## src/rtl/traffic_request_scheduler_if.sv

```systemverilog
// traffic_request_scheduler_if: demand/preempt inputs and controller-facing outputs of the scheduler
interface traffic_request_scheduler_if;
  logic        enable;
  logic [3:0]  req;
  logic        emerg_valid;
  logic [1:0]  emerg_dir;
  logic [15:0] switches_out;
  logic [3:0]  grant;
  logic [3:0]  pending;
  logic        busy;
  modport master (
    output enable, req, emerg_valid, emerg_dir,
    input  switches_out, grant, pending, busy
  );
  modport slave (
    input  enable, req, emerg_valid, emerg_dir,
    output switches_out, grant, pending, busy
  );
endinterface

```

## src/rtl/traffic_request_scheduler.sv

```systemverilog
// traffic_request_scheduler: round-robin demand scheduler with emergency preempt and all-red clearance
module traffic_request_scheduler #(
  parameter int CLK_FREQ    = 100_000_000,
  parameter int TICK_CYCLES = CLK_FREQ,
  parameter int GREEN_MIN   = 5,
  parameter int CLEAR_SEC   = 2,
  parameter int IDLE_SEC    = 10
) (
  input logic clk,
  input logic rst,
  traffic_request_scheduler_if.slave bus
);
  localparam int PW = $clog2(TICK_CYCLES + 1);
  typedef enum logic [1:0] {AUTO, CLEAR, GREEN} state_t;
  state_t          state, state_n;
  logic [PW-1:0]   pre, pre_n;
  logic [7:0]      sec, sec_n;
  logic            idle, idle_n;
  logic [1:0]      sel, sel_n, last, last_n, rr, idx;
  logic [3:0]      clr, pend_n;
  logic            tick, expire, found;
  assign tick   = pre == PW'(TICK_CYCLES - 1);
  assign expire = tick && sec == 8'd1;
  always_comb begin
    rr = last;
    idx = last;
    found = 1'b0;
    for (int k = 1; k <= 4; k++) begin
      idx = last + 2'(k);
      if (!found && bus.pending[idx]) begin
        rr = idx;
        found = 1'b1;
      end
    end
    state_n = state;
    sel_n = sel;
    last_n = last;
    idle_n = idle;
    pre_n = tick ? '0 : pre + 1'b1;
    sec_n = tick ? sec - 1'b1 : sec;
    if (!bus.enable)
      state_n = AUTO;
    else if (state == AUTO) begin
      if (bus.pending != 4'd0 || bus.emerg_valid) begin
        state_n = CLEAR;
        pre_n = '0;
        sec_n = 8'(CLEAR_SEC);
      end
    end else if (state == CLEAR) begin
      if (expire) begin
        state_n = (bus.emerg_valid || found) ? GREEN : AUTO;
        sel_n = bus.emerg_valid ? bus.emerg_dir : rr;
        last_n = (bus.emerg_valid || found) ? sel_n : last;
        pre_n = '0;
        sec_n = 8'(GREEN_MIN);
        idle_n = 1'b0;
      end
    end else begin
      if (bus.emerg_valid && bus.emerg_dir != sel) begin
        state_n = CLEAR;
        pre_n = '0;
        sec_n = 8'(CLEAR_SEC);
      end else if (bus.emerg_valid) begin
        pre_n = '0;
        sec_n = 8'(GREEN_MIN);
        idle_n = 1'b0;
      end else if (bus.pending != 4'd0 && (idle || expire)) begin
        state_n = CLEAR;
        pre_n = '0;
        sec_n = 8'(CLEAR_SEC);
      end else if (expire) begin
        state_n = idle ? AUTO : GREEN;
        idle_n = 1'b1;
        pre_n = '0;
        sec_n = 8'(IDLE_SEC);
      end
    end
    if (state_n != GREEN)
      idle_n = 1'b0;
    if (state_n == AUTO) begin
      pre_n = '0;
      sec_n = '0;
    end
    clr = state_n == GREEN ? 4'b0001 << sel_n : 4'b0000;
    pend_n = (bus.pending | bus.req) & ~clr;
  end
  always_ff @(posedge clk or posedge rst)
    if (rst) begin
      state <= AUTO;
      sel <= '0;
      last <= 2'd3;
      pre <= '0;
      sec <= '0;
      idle <= 1'b0;
      bus.pending <= '0;
      bus.switches_out <= '0;
      bus.grant <= '0;
      bus.busy <= 1'b0;
    end else begin
      state <= state_n;
      sel <= sel_n;
      last <= last_n;
      pre <= pre_n;
      sec <= sec_n;
      idle <= idle_n;
      bus.pending <= pend_n;
      bus.switches_out <= state_n == AUTO ? 16'h0000 : state_n == CLEAR ? 16'h0001 : 16'h0001 | (16'h0004 << sel_n);
      bus.grant <= state_n == GREEN ? 4'b0001 << sel_n : 4'b0000;
      bus.busy <= state_n != AUTO;
    end
endmodule
```

## src/flat_wrapper.sv

```systemverilog
// flat-port wrapper written by rule: the top's interface ports become plain ports
module traffic_request_scheduler_flat 
#(
  parameter int CLK_FREQ    = 100_000_000,
  parameter int TICK_CYCLES = CLK_FREQ,
  parameter int GREEN_MIN   = 5,
  parameter int CLEAR_SEC   = 2,
  parameter int IDLE_SEC    = 10
)
  (clk, rst, bus_enable, bus_req, bus_emerg_valid, bus_emerg_dir, bus_switches_out, bus_grant, bus_pending, bus_busy);
  traffic_request_scheduler_if bus_i ();
  input logic clk;
  input logic rst;
  input wire logic [$bits(bus_i.enable)-1:0] bus_enable;
  input wire logic [$bits(bus_i.req)-1:0] bus_req;
  input wire logic [$bits(bus_i.emerg_valid)-1:0] bus_emerg_valid;
  input wire logic [$bits(bus_i.emerg_dir)-1:0] bus_emerg_dir;
  output wire logic [$bits(bus_i.switches_out)-1:0] bus_switches_out;
  output wire logic [$bits(bus_i.grant)-1:0] bus_grant;
  output wire logic [$bits(bus_i.pending)-1:0] bus_pending;
  output wire logic [$bits(bus_i.busy)-1:0] bus_busy;
  assign bus_i.enable = bus_enable;
  assign bus_i.req = bus_req;
  assign bus_i.emerg_valid = bus_emerg_valid;
  assign bus_i.emerg_dir = bus_emerg_dir;
  assign bus_switches_out = bus_i.switches_out;
  assign bus_grant = bus_i.grant;
  assign bus_pending = bus_i.pending;
  assign bus_busy = bus_i.busy;
  traffic_request_scheduler #(.CLK_FREQ(CLK_FREQ), .TICK_CYCLES(TICK_CYCLES), .GREEN_MIN(GREEN_MIN), .CLEAR_SEC(CLEAR_SEC), .IDLE_SEC(IDLE_SEC)) u_core (.clk(clk), .rst(rst), .bus(bus_i));
endmodule
```

## config.mk

```make
export PLATFORM = sky130hd
export DESIGN_NAME = traffic_request_scheduler_flat
export DESIGN_NICKNAME = d
export VERILOG_FILES = /design/src/rtl/traffic_request_scheduler_if.sv /design/src/rtl/traffic_request_scheduler.sv /design/src/flat_wrapper.sv
export SDC_FILE = /design/constraint.sdc
export NUM_CORES = 1
export LEC_CHECK = 0
export CAP_MARGIN = 20
export CORE_UTILIZATION = 57
export CTS_CLUSTER_SIZE = 12
export DETAILED_ROUTE_END_ITERATION = 8
export PLACE_DENSITY = 0.85
export SYNTH_ARGS = -nofsm -noshare
export SYNTH_HDL_FRONTEND = slang
export SYNTH_SLANG_ARGS = --single-unit
```

## constraint.sdc

```tcl
create_clock -name clk -period 3.4 [get_ports clk]
set_clock_uncertainty 0.2 [all_clocks]
set_input_delay 0.34 -clock clk [delete_from_list [all_inputs] [get_ports clk]]
set_output_delay 0.34 -clock clk [all_outputs]
set_load 0.03 [all_outputs]
```

==> results.toml <==
[status]
outcome = "completed"

[floorplanning]
die_w_um = 78.9
core_area_um2 = 5610
num_rows = 27
die_h_um = 78.9
io_pins = 35
die_area_um2 = 6220
start_util = 0.600

[synthesis]
syn-mean-instance-area_um2 = 9.70
muxShareOfSynthArea = 0.0223
synth_compound_area_frac = 0.183
synth_flop_cell = "dfrtp_1"
ys_seq_elements = 55
yosysWarnings = 0
netlist_instances = 347
synth_seq_area_share = 0.410
synth-adder-area-share = 0.0111
async_reset_ff_frac = 1.00
synth.cell_area_um2 = 3370
post_synth_and_or_nand_nor_area_fraction = 0.228
synth_top_family_by_area = "simple AND/OR/NAND/NOR gates"
synth_xor_area_frac = 0.0754
ys_types = 57
synth_edf_count = 0

[sta]
finalCriticalPeriod_ns = 3.24
finalMaxSlewViolations = 0
finalHoldViolations = 0
clock.fmax_mhz = 309
rsz0062_at_grt = "yes"
period_share = 0.952
slew_headroom = 0.485
worst_pin_slew_ns = 0.771
setup_viol = 0

[drt]
drc_errors = 0
antenna_left = 0
wl_per_cell_um = 16.9
via_per_inst = 6.20
drt_iter0_drc = 195
dr.pass1.iters = 5
via_count = 2792
drt_wl_total_um = 7600

[min_path]
hold_path_class = "in2async"

[run]
maxCapViolCount = 0

[global_routing]
grt_overflow = 0
grt_pass1_vias = 2795
grt_max_degree = 36
grt_pass1_wl_um = 12900
grt.total_usage = 0.266
antenna_found_initial = 0

[final_layout]
final_common_cell = "dfrtp_1"
diodes = 0
final_cell_mix = "dfrtp_1 (53), nand2_1 (28), clkdlybuf4s50_1 (23), xor2_1 (22), a211oi_1 (22)"
layout-area-overhead-vs-synth_pct = 14.3
drive_gt1_frac = 0.148
final_cells = 450
layout.nets = 390

[worst_setup_path]
cp_data_arrival_time_ns = 3.29
worstRegToRegCells = 7
crit_fanout = 5
regToRegSetupSlack_ns = 0.16
start_kind = "flip-flop"
worst_r2r_endpoint = "u_core.bus.grant[2]"
cp-end-kind = "flip-flop"
worstReg2RegStart = "u_core.sec[6]"
path_class = "reg2reg"
required_ns = 3.45

[place]
dp_hpwl_um = 5340
gp_congestion = 0.867
post-place-cells = 442
numPortBuffers = 23

[clock_tree]
cts_sinks = 55
cts_setup_buffers = 0
insertion_delay_ns = 0.32
clkTransAtPathRegs_ns = 0.11
cts_buffer_depth = 2
cts_buffers = 5
cts_root_buf = "clkbuf_8"
htree_levels = 2
cts_tree = "yes"

[power]
max-vdd-ir-drop_uv = 393
total_power_w = 0.00121
p_leak_nw = 1.58
power_density_nw_per_um2 = 313
metrics by stage:
stage / area [um^2] / hold slack [ns] / utilization / setup TNS (ns) / setup WS, ns
3_5_place_dp: 3720 / 0.287 / 0.664 / 0 / 0.0620
2_1_floorplan: 3400 / 0.257 / - / 0 / 0.276
3_3_place_gp: 3720 / 0.282 / 0.664 / 0 / 0.134
6_report: 3850 / 0.138 / 0.686 / 0 / 0.164
5_1_grt: 3850 / 0.192 / 0.686 / -0.0460 / -0.0305
4_1_cts: 3840 / 0.141 / 0.685 / 0 / 0.0410
cell usage after synthesis, drive strengths merged, types with 2 or more instances:
library cell | number | area, um^2
o41ai | 2 | 36.3
nor3 | 14 | 70.1
a211oi | 22 | 165
buf | 22 | 153
nand3 | 14 | 70.1
o31ai | 2 | 15.0
or2 | 4 | 25.0
xor2 | 22 | 193
clkbuf | 8 | 30.0
o21ai | 9 | 45.0
or4b | 2 | 20.0
inv | 14 | 52.6
nand2 | 29 | 111
a21oi | 17 | 85.1
dfstp | 2 | 52.6
mux2i | 3 | 30.0
and4 | 4 | 35.0
or3 | 4 | 25.0
xnor2 | 7 | 61.3
mux2 | 2 | 22.5
ha | 3 | 37.5
nand2b | 8 | 50.1
nor2b | 2 | 12.5
nand4 | 9 | 71.3
and2 | 6 | 40.0
o211a | 2 | 20.0
or4 | 5 | 37.5
o21a | 4 | 30.0
and3 | 6 | 37.5
nor4 | 5 | 61.3
dfrtp | 53 | 1330
a2111oi | 13 | 160
nor2 | 13 | 48.8
sequential cells by signal (all words and copies together), names as in the netlist:
signal and flops:
u_core.bus.grant 4, u_core.bus.pending 4, u_core.bus.switches_out 5, u_core.idle 1, u_core.last 2, u_core.pre 27, u_core.sec 8, u_core.sel 2
u_core.state 2
power by group:
group	internal (W)	switching, W	total (W)
Combinational	0.0000298	0.0000663	0.0000961
Sequential	0.000658	0.00000432	0.000662
Clock	0.000222	0.000225	0.000447
critical path, cell delays in order, from the launching register on:
cell      delay (ns)
dfrtp_1         0.41
or4_1           0.55
or4b_4          0.57
nor4_4          0.40
mux2i_1         0.34
inv_1           0.13
a211oi_1        0.36
and2_1          0.19
layout make-up:
cell class,count,area (um^2)
fillers,445,1760
multi-input cells,258,1810
inverters,14,52.6
flip-flops and latches,55,1380
repair buffers,43,405
clock buffers,5,68.8
well taps,72,90.1
clock inverters,3,46.3
cells by family after synthesis:
logic type	Yosys count
buffers and inverters	44
adders and majority gates	3
DFF	55
other	1
AOI/OAI and AO/OA	78
and+or+nand+nor	131
muxes	6
xor gates and xnor gates	29
how the worst max path moves through the flow:
stage	from	to	slack (ns)	cells after the start
after floorplan	u_core.sec[3]	u_core.pre[18]	0.28	8
after global placement	u_core.pre[9]	u_core.bus.pending[0]	0.13	7
after detailed placement	u_core.pre[9]	u_core.bus.pending[1]	0.06	7
after CTS	u_core.pre[9]	u_core.bus.pending[1]	0.04	7
after global routing	u_core.sec[3]	u_core.bus.pending[1]	-0.03	7
final	u_core.sec[6]	u_core.bus.grant[2]	0.16	7
repair_timing:
action                                  in CTS  in global routing
endpoints found under the setup margin       0                 12
hold buffers                                 0                  0
gates resized for setup                      0                  2
metal layers:
metal,track usage,routed length (um),vias to the layer above
met1,0.344,3390,1365
met5,0,0,-
met4,0.122,119,0
li1,-,-,1314
met2,0.440,3720,101
met3,0.0437,374,12
Power figures use the tool's default switching activity.
